File: config.mk
export PLATFORM = sky130hd
export DESIGN_NAME = iir_coeff_sequencer
export DESIGN_NICKNAME = d
export VERILOG_FILES = /design/src/rtl/iir_coeff_sequencer.sv
export SDC_FILE = /design/constraint.sdc
export NUM_CORES = 1
export LEC_CHECK = 0
export ABC_AREA = 1
export BUFFER_PORTS_ARGS = -buffer_cell sky130_fd_sc_hd__buf_2
export CAP_MARGIN = 20
export CORE_MARGIN = 2
export CORE_UTILIZATION = 49
export CTS_CLUSTER_DIAMETER = 30
export DETAILED_ROUTE_END_ITERATION = 10
export GPL_TIMING_DRIVEN = 0
export PLACE_DENSITY = 0.79
export SLEW_MARGIN = 25
export SYNTH_ARGS = -nofsm -noshare
export SYNTH_HDL_FRONTEND = slang
export SYNTH_SLANG_ARGS = --single-unit
File: constraint.sdc
create_clock -name clk -period 1.81 [get_ports clk]
set_input_delay 0.181 -clock clk [delete_from_list [all_inputs] [get_ports clk]]
set_output_delay 0.181 -clock clk [all_outputs]
set_load 0.01 [all_outputs]
File: src/rtl/iir_coeff_sequencer.sv
// Preset Q2.14 coefficient banks for the time-multiplexed IIR accumulator.
// A selected bank is copied to the outputs atomically at the next sample boundary.
module iir_coeff_sequencer #(
    parameter int NUM_SETS = 4,
    parameter int COEF_W   = 16
) (
    input  logic                        clk,
    input  logic                        reset,
    input  logic                        l_r_clk,
    input  logic                        wr_en,
    input  logic [$clog2(NUM_SETS)-1:0] wr_set,
    input  logic [2:0]                  wr_idx,
    input  logic [COEF_W-1:0]           wr_data,
    input  logic                        sel_valid,
    input  logic [$clog2(NUM_SETS)-1:0] sel_set,
    output logic                        sel_ready,
    output logic signed [COEF_W-1:0]    b0,
    output logic signed [COEF_W-1:0]    b1,
    output logic signed [COEF_W-1:0]    b2,
    output logic signed [COEF_W-1:0]    a1,
    output logic signed [COEF_W-1:0]    a2,
    output logic [$clog2(NUM_SETS)-1:0] active_set,
    output logic                        pending,
    output logic                        coef_update
);

    localparam int SW = $clog2(NUM_SETS);

    typedef enum logic {
        IDLE    = 1'b0,
        PENDING = 1'b1
    } state_e;

    state_e            state_q, state_d;
    logic              lr_q, lr_d;
    logic [SW-1:0]     pend_set_q, pend_set_d;
    logic [SW-1:0]     active_q, active_d;
    logic              upd_q, upd_d;
    logic [COEF_W-1:0] coef_q [5];
    logic [COEF_W-1:0] coef_d [5];
    logic [COEF_W-1:0] bank_q [NUM_SETS][5];
    logic [COEF_W-1:0] bank_d [NUM_SETS][5];
    logic              boundary;

    assign boundary = l_r_clk & ~lr_q;

    // Bank storage update; writes never touch the active outputs.
    always_comb begin
        bank_d = bank_q;
        if (wr_en && (wr_idx <= 3'd4)) begin
            bank_d[wr_set][wr_idx] = wr_data;
        end
    end

    // Select handshake, boundary wait and atomic copy of the pending bank.
    always_comb begin
        state_d    = state_q;
        lr_d       = l_r_clk;
        pend_set_d = pend_set_q;
        active_d   = active_q;
        coef_d     = coef_q;
        upd_d      = 1'b0;
        sel_ready  = 1'b0;
        pending    = 1'b0;
        case (state_q)
            IDLE: begin
                sel_ready = 1'b1;
                if (sel_valid) begin
                    pend_set_d = sel_set;
                    state_d    = PENDING;
                end
            end
            PENDING: begin
                pending = 1'b1;
                if (boundary) begin
                    coef_d   = bank_q[pend_set_q];
                    active_d = pend_set_q;
                    upd_d    = 1'b1;
                    state_d  = IDLE;
                end
            end
            default: state_d = IDLE;
        endcase
    end

    // State, control and coefficient registers with synchronous reset.
    always_ff @(posedge clk) begin
        if (reset) begin
            state_q    <= IDLE;
            lr_q       <= 1'b1;
            pend_set_q <= '0;
            active_q   <= '0;
            upd_q      <= 1'b0;
            for (int i = 0; i < 5; i++) begin
                coef_q[i] <= '0;
            end
            for (int s = 0; s < NUM_SETS; s++) begin
                for (int i = 0; i < 5; i++) begin
                    bank_q[s][i] <= '0;
                end
            end
        end else begin
            state_q    <= state_d;
            lr_q       <= lr_d;
            pend_set_q <= pend_set_d;
            active_q   <= active_d;
            upd_q      <= upd_d;
            coef_q     <= coef_d;
            bank_q     <= bank_d;
        end
    end

    assign b0          = coef_q[0];
    assign b1          = coef_q[1];
    assign b2          = coef_q[2];
    assign a1          = coef_q[3];
    assign a2          = coef_q[4];
    assign active_set  = active_q;
    assign coef_update = upd_q;

endmodule
Word-level counts from Yosys, hierarchy flattened
Cells that the tools add are included.
{"block": "totals", "reg_bits": 407, "latchBits": 0, "ramBits": 0, "rom_bits": 0, "output_inout_bits": 85, "n_memories": 0}
{"block": "op_classes", "addsub": 0, "n_mul": 0, "div": 0, "magnitude_cmp": 6, "n_eq_ne": 0, "shift": 0, "muxes": 14, "n_bitwise": 6, "reduce_logical": 6}
{"op": "320-bit bitwise mux", "n": 1}
{"op": "80-bit two-way mux", "n": 3}
{"op": "80-bit binary-select mux with 2-bit select", "n": 1}
{"op": "80-bit demux with 2-bit select", "n": 1}
{"op": "16-bit demux with 3-bit select", "n": 1}
{"op": "16-bit two-way mux", "n": 1}
{"op": "3-bit greater-or-equal comparator, second input constant", "n": 2}
{"op": "2-bit NOT with 3-bit output", "n": 2}
{"op": "1-bit two-way mux", "n": 5}
{"op": "4-bit greater-or-equal comparator, second input constant", "n": 1}
{"op": "4-bit by 1-bit < comparator with 1-bit output, second input constant", "n": 1}
{"op": "3-bit NOT with 4-bit output", "n": 1}
{"op": "2-bit AND reduction", "n": 2}
{"op": "3-bit <= comparator, second input constant", "n": 1}
{"op": "1-bit logical AND", "n": 3}
{"op": "3-bit by 1-bit < comparator with 1-bit output, second input constant", "n": 1}
{"op": "1-bit NOT", "n": 2}
{"op": "1-bit one-hot mux with 2 select lines", "n": 1}
{"op": "2-bit OR reduction", "n": 1}
{"op": "1-bit bitwise AND", "n": 1}

Depth between registers and ports, before layout
Gate-level depths: netlist of run 1.
{"block": "depth", "ltp_word": 8, "ltp_mapped": 8, "depth_no_buf": 6}

Worst setup path after synthesis of run 1
Ideal clock, no wire load.
{"block": "synth_path", "path_kind": "flip-flop to flip-flop", "from": "register pend_set_q[0]", "to": "register coef_q (netlist bit b2[13])", "setup_ns": 0.060, "arrival_time_ns": 1.202, "t_required_ns": 1.750, "path_slack_ns": 0.548, "stages_incl_launch_ff": 9, "n_path_buf": 3, "synth_period_minus_slack_ns": 1.262, "path_cell_list": "dfxtp_1 -> buf_2 -> inv_2 -> buf_2 -> clkbuf_1 -> nand2_1 -> nand3_1 -> nand3_1 -> nand2_1"}
{"block": "synth_via", "elab_chain_len": 4}
{"item": "start, declared", "line": "36", "text": "logic [SW-1:0] pend_set_q, pend_set_d;"}
{"item": "start signal, assigned", "line": "105", "text": "pend_set_q <= pend_set_d;"}
{"item": "2-bit NOT with 3-bit output (implied by the code)", "line": "76", "text": "coef_d = bank_q[pend_set_q];"}
{"item": "80-bit binary-select mux with 2-bit select", "line": "76"}
{"item": "80-bit two-way mux (implied by the code) (2 in a row)", "line": "76"}
{"item": "end signal, assigned", "line": "108", "text": "coef_q <= coef_d;"}
{"item": "end, declared", "line": "39", "text": "logic [COEF_W-1:0] coef_q [5];"}
No other way between the ends. The select of a mux whose other input is x is not followed.
A chain may end at the register's enable or synchronous reset.

Final worst setup path of run 1
{"block": "layout_path", "from": "register state_q", "to": "register coef_q (netlist bit b0[3])"}
{"block": "layout_via", "elab_chain_len": 1}
{"item": "start, declared", "line": "34", "text": "state_e state_q, state_d;"}
{"item": "start signal, assigned", "line": "103", "text": "state_q <= state_d;"}
{"item": "2-bit AND reduction (no source line)"}
No other way between the ends.

==> reports/metrics.yaml, run 1 <==
outcome:
  outcome: "finished, final reports clean"
timing:
  max_slew_margin_pct: 20.7
  tns_ns: 0
  max_freq_mhz: 556
  worst_slew_pin_slew_ns: 1.19
  rsz0062_at_grt: "yes"
  finalHoldViolations: 0
  period_needed_ns: 1.80
  finalClockSkew_ns: 0.0177
  final_max_slew_viol_count: 0
  setup_violations: 0
  fin_crit_sh_pct: 99.4
synthesis:
  synth_seq_cells: 407
  ys_seq_area_share_pct: 47.0
  syn_avg_cell_area_um2: 6.44
  synth_area_mm2: 0.0173
  synth_cells: 2693
  synth.distinct_cells: 15
  syn-num-nets: 2721
  yosys_warnings: 0
placed_design:
  dp_hpwl_um: 40700
  numPortBuffers: 112
  routabilityCongestion: 0.950
worst_setup_path:
  cp_top_family: "simple AND/OR/NAND/NOR gates"
  critPathArrivalTime_ns: 2.33
  ff2ff_setup_slack_ns: 0.01
  slowest_delay_ns: 0.47
  regToRegStartpoint: "state_q$_SDFF_PP0_"
  end_kind: "flop"
  cp-startpoint: "state_q$_SDFF_PP0_"
  worstPathBufferInverterCount: 2
  cp.depth: 6
  cp_common_cell: "nand3_1"
  cp_max_fo: 10
  critPathSlowestCell: "nor2_2"
  r2r-end: "b0[3]$_SDFFE_PP0P_"
  path_class: "flop to flop"
  startpoint_type: "flop"
  crit_chain: "nand3_1, nor2_2, buf_6, buf_2, nand3_1, nand2_1"
  cp.required_ns: 2.34
  ff2ff_path_depth: 6
  crit_end: "b0[3]$_SDFFE_PP0P_"
clock_tree:
  cts_tree: "done"
  clk_latency_ns: 0.60
  cts_setup_buffers: 0
  clk_pin_slew_ns: 0.05
  h-tree-depth: 3
  clockBufferDepth: 3
  cts_buffers: 81
  cts-root-buf: "clkbuf_16"
  clock-sinks: 407
grt:
  grt_pass1_vias: 17399
  antenna_found_initial: 2
  grt_usage_pct: 33.2
  grt_overflow: 0
  grt_pass1_wl_um: 93000
  grt_max_degree: 12
floorplanning:
  die_w_um: 192
  io_pins: 113
  die-area_mm2: 0.0369
  die_h_um: 192
  rows: 68
  start_util_pct: 50.0
  fp.coreArea_mm2: 0.0347
drt:
  finalWirelength_um: 61900
  drtIter0Drc: 2420
  m1WireLength_um: 23200
  top_layer: "met4"
  met2WireLength_um: 27300
  drc: 0
  ant_nets: 0
  routedWlPerCell_um: 18.1
  via_per_inst: 5.51
  vias: 18830
  wl_met3_um: 7430
  dr.pass1.iters: 8
final_layout:
  drive_above_1_share_pct: 12.3
  syn_to_final_growth_pct: 23.9
  layout.nets: 2921
worst_hold_path:
  min_path_cells: 3
  hold_class: "input port to flop"
power:
  power_density_mw_per_mm2: 1240
  p_leak_nw: 9.50
  max-vdd-ir-drop_v: 0.000770
  total_power_mw: 26.7
job:
  drv_cap: 0
layer usage:
metal	track usage, %	vias up
met3	9.41	288
met4	21.4	0
met5	0	-
met2	52.0	1157
li1	-	8782
met1	40.0	8603
power breakdown:
group	switching (mW)	internal (mW)
Clock	5.22	10.6
Sequential	0.0713	9.10
Combinational	1.27	0.422
Total	6.56	20.1
tightest hold or removal path, delay by kind of cell:
family	cells	cell delay, ns
buf+inv	2	0.32
simple gates	1	0.12
Yosys cell counts:
cell type | n | share of area (%)
a21oi_1 | 2 | 0.058
buf_1 | 27 | 0.58
buf_2 | 76 | 2.2
buf_4 | 2 | 0.087
clkbuf_1 | 102 | 2.2
dfxtp_1 | 407 | 47
inv_1 | 25 | 0.54
inv_2 | 3 | 0.065
nand2_1 | 983 | 21
nand3_1 | 394 | 11
nor2_1 | 665 | 14
nor2_2 | 1 | 0.036
o211a_1 | 1 | 0.058
o21ai_0 | 4 | 0.12
or2_2 | 1 | 0.036
layout by cell type, fill, tap and decap left out, drive strengths merged:
cell type and n:
bufinv 13, nand2 983, a21oi 2, buf 215
dlygate4sd3 5, clkbuf 203, clkinvlp 11, nand3 394
diode 3, clkinv 19, inv 36, o21ai 4
or2 1, nor2 666, dfxtp 407, o211a 1
worst min path at each step:
stage	to	startpoint
2_1_floorplan	lr_q$_SDFF_PP1_	reset
3_3_place_gp	lr_q$_SDFF_PP1_	l_r_clk
3_5_place_dp	lr_q$_SDFF_PP1_	l_r_clk
4_1_cts	coef_update$_SDFF_PP0_	reset
5_1_grt	coef_update$_SDFF_PP0_	reset
6_report	coef_update$_SDFF_PP0_	reset
metrics by stage:
step	hold WS, ns	area [um2]	instances	setup WS (ns)	util (%)
floorplan	0.285	17300	2693	0.548	-
detailed placement	0.397	18500	3261	-0.324	53.3
CTS	0.0929	21500	3415	0.00192	61.8
finish	0.114	21500	3418	0.0108	61.9
global route	0.111	21500	3417	-0.00531	61.9
global placement	0.384	18500	3260	-0.563	53.2
sequential cells by signal, indices dropped and copies added, names as in the netlist:
name         cells
b1              16
state_q          1
b0              16
active_set       2
coef_update      1
a1              16
pend_set_q       2
lr_q             1
bank_q         320
b2              16
a2              16
cell families after synthesis:
logic type,count (synthesis),share of synthesized area [%]
compound gates,7,0.231
buf+inv,235,5.68
flops,407,47.0
simple gates,2044,47.1
final cells by class:
cell class                      instances  area (um2)
Buffer                                206         915
Tap cell                              455         569
Timing Repair Buffer                  118         622
Multi-Input combinational cell       2051        8210
Inverter                               28         108
Sequential cell                       407        8150
Clock buffer                           99        2220
Antenna cell                            3        7.51
Clock inverter                         51         687
Fill cell                            2995       13200
what timing repair did:
item,in CTS,in global routing
hold buffers,5,0
gates resized for setup,14,13
endpoints found under the setup margin,81,60
pin swaps,0,0
hold endpoints to repair,4,0
Power figures use the tool's default switching activity.
==> run 2: changes to the inputs <==
--- a/config.mk
+++ b/config.mk
@@ -10,9 +10,11 @@
 export CAP_MARGIN = 20
 export CORE_MARGIN = 2
 export CORE_UTILIZATION = 49
+export CTS_BUF_LIST = sky130_fd_sc_hd__clkbuf_4
 export CTS_CLUSTER_DIAMETER = 30
 export DETAILED_ROUTE_END_ITERATION = 10
 export GPL_TIMING_DRIVEN = 0
+export MAX_ROUTING_LAYER = met4
 export PLACE_DENSITY = 0.79
 export SLEW_MARGIN = 25
 export SYNTH_ARGS = -nofsm -noshare
==> run 2 against run 1 <==
Clock skew increased by 0.065 ns. Global-route usage increased by 0.43 points. Sequential power about the same. Power decreased by 28%. Worst hold slack got worse by 0.024 ns. Critical path depth decreased by 1. Critical path type unchanged. Highest routed layer unchanged.
==> reports/metrics.yaml, run 2 (same netlist as run 1, synthesis figures left out) <==
power:
  switching_share_pct: 27.7
  max-vdd-ir-drop_v: 0.000546
  power_density_mw_per_mm2: 960
  seqPwrFrac_pct: 47.4
  power_frac_comb_pct: 8.8
  p_leak_nw: 8.99
  p_int_mw: 13.9
  clockPowerShare_pct: 43.8
  switchingPower_mw: 5.34
final_layout:
  syn_to_final_growth_pct: 15.8
  num-fill-cells: 3335
  final_common_cell: "nand2_1"
  final_cell_mix: "nand2_1 (983), nor2_1 (664), dfxtp_1 (406), nand3_1 (394), buf_2 (185)"
  max_flop_register: "bank_q"
  seqCellArea_mm2: 0.00815
  layout.nets: 2955
  drive_above_1_share_pct: 13.1
  fin_cells: 3468
  multi_input_area_mm2: 0.00822
  largest_reg_flops: 320
clock_tree:
  cts_buffers: 108
  cts-root-buf: "clkbuf_4"
  clockBufferDepth: 3
  clk_pin_slew_ns: 0.07
  cts_tree: "done"
  clk_latency_ns: 0.82
  clock-sinks: 407
  h-tree-depth: 3
drt:
  dr.pass1.iters: 6
  finalWirelength_um: 60600
  drc: 0
  ant_nets: 0
  drtIter0Drc: 1975
  routedWlPerCell_um: 17.5
  vias: 18710
  via_per_inst: 5.40
placed_design:
  numPlacedInstances: 3261
  dp_hpwl_um: 40800
  numPortBuffers: 112
  pre_cts_slack_ns: -0.348
  routabilityCongestion: 0.977
worst_setup_path:
  cp.required_ns: 2.50
  end_kind: "flop"
  path_class: "flop to flop"
  startpoint_type: "flop"
  cp_max_fo: 10
  critPathArrivalTime_ns: 2.49
floorplanning:
  start_util_pct: 50.0
  die-area_mm2: 0.0369
  fp.coreArea_mm2: 0.0347
  die_h_um: 192
  die_w_um: 192
  rows: 68
  io_pins: 113
timing:
  max_slew_margin_pct: 24.3
  finalClockSkew_ns: 0.0832
  finalHoldViolations: 0
  period_needed_ns: 1.80
  worst_slew_pin_slew_ns: 1.14
  fin_crit_sh_pct: 99.6
  setup_violations: 0
  max_freq_mhz: 554
  finalWorstSetupSlack_ns: 0.00656
  final_max_slew_viol_count: 0
grt:
  grt_pass1_vias: 17441
  grt_pass1_wl_um: 92100
  grt_usage_pct: 33.6
  use_met1_pct: 40.2
  grtUsageMet3_pct: 8.26
  antenna_found_initial: 1
  grt_overflow: 0
  top_usage_layer: "met2"
  met2_usage_pct: 51.8
  grt_max_degree: 16
job:
  drv_cap: 0
outcome:
  outcome: "finished, final reports clean"
worst_hold_path:
  hold_class: "input port to flop"
## run 2: cell types whose count changed in the layout (fill, tap and decap cells not counted), moves of 4 or more
cell	previous run	this run
bufinv_16	13	4
clkbuf_1	87	72
clkinv_1	0	29
clkinv_2	13	6
dlygate4sd3_1	5	12
clkbuf_8	8	0
inv_6	7	0
clkbuf_16	83	0
clkinvlp_4	11	2
clkbuf_4	2	155
clkinv_4	4	0
clkbuf_2	23	29
## run 2: path summary, 6_finish.rpt
path	slack, ns	cells after the start	startpoint	to
max reg2reg	0.007	5	state_q$_SDFF_PP0_	b1[2]$_SDFFE_PP0P_
min reg2reg	0.47	2	b2[1]$_SDFFE_PP0P_	b2[1]$_SDFFE_PP0P_
min	0.09	5	reset	a2[5]$_SDFFE_PP0P_
max	0.007	5	state_q$_SDFF_PP0_	b1[2]$_SDFFE_PP0P_
## run 2: per-layer routing
| layer | vias to the layer above | part of all wire (%) |
|---|---|---|
| li1 | 8889 | - |
| met1 | 8591 | 39 |
| met2 | 1011 | 44 |
| met3 | 219 | 11 |
| met4 | 0 | 5.4 |
| met5 | - | 0 |
## run 2: metrics by stage
step	utilization [%]	cell area, um2	setup TNS (ns)	hold WS, ns	power (mW)
floorplan	-	17300	0	0.285	10.3
global route	57.9	20100	-0.00309	0.129	19.9
global placement	53.2	18500	-67.77	0.384	10.9
detailed placement	53.3	18500	-56.61	0.394	10.9
CTS	57.8	20100	0	0.0264	19.2
finish	57.9	20100	0	0.0894	19.3
## run 2: power groups by stage
stage | logic, mW | registers [mW] | clock network [mW]
floorplan | 0.984 | 9.32 | 0
global placement | 1.56 | 9.32 | 0
detailed placement | 1.59 | 9.33 | 0
CTS | 1.62 | 9.13 | 8.42
global route | 1.81 | 9.14 | 8.93
finish | 1.70 | 9.14 | 8.45
## run 2: timing repair
item	4_1_cts	5_1_grt
buffers inserted	0	0
hold buffers	12	0
setup endpoints to repair	80	71
resized for setup	13	32
endpoints found under the hold margin	55	0
## run 2: area by class of cell
type / instances / share of cell area [%]
Multi-Input combinational cell: 2051 / 40.9
Tap cell: 455 / 2.83
Clock inverter: 43 / 1.40
Clock buffer: 152 / 5.68
Antenna cell: 1 / 0.0125
Buffer: 206 / 4.62
Inverter: 28 / 0.536
Sequential cell: 407 / 40.6
Timing Repair Buffer: 125 / 3.44
## run 2: worst max-delay path: stages, from the launching register on
cell      delay, ns
dfxtp_1        0.34
nand3_1        0.18
clkbuf_2       0.50
clkbuf_1       0.44
nand3_1        0.12
nand2_1        0.09
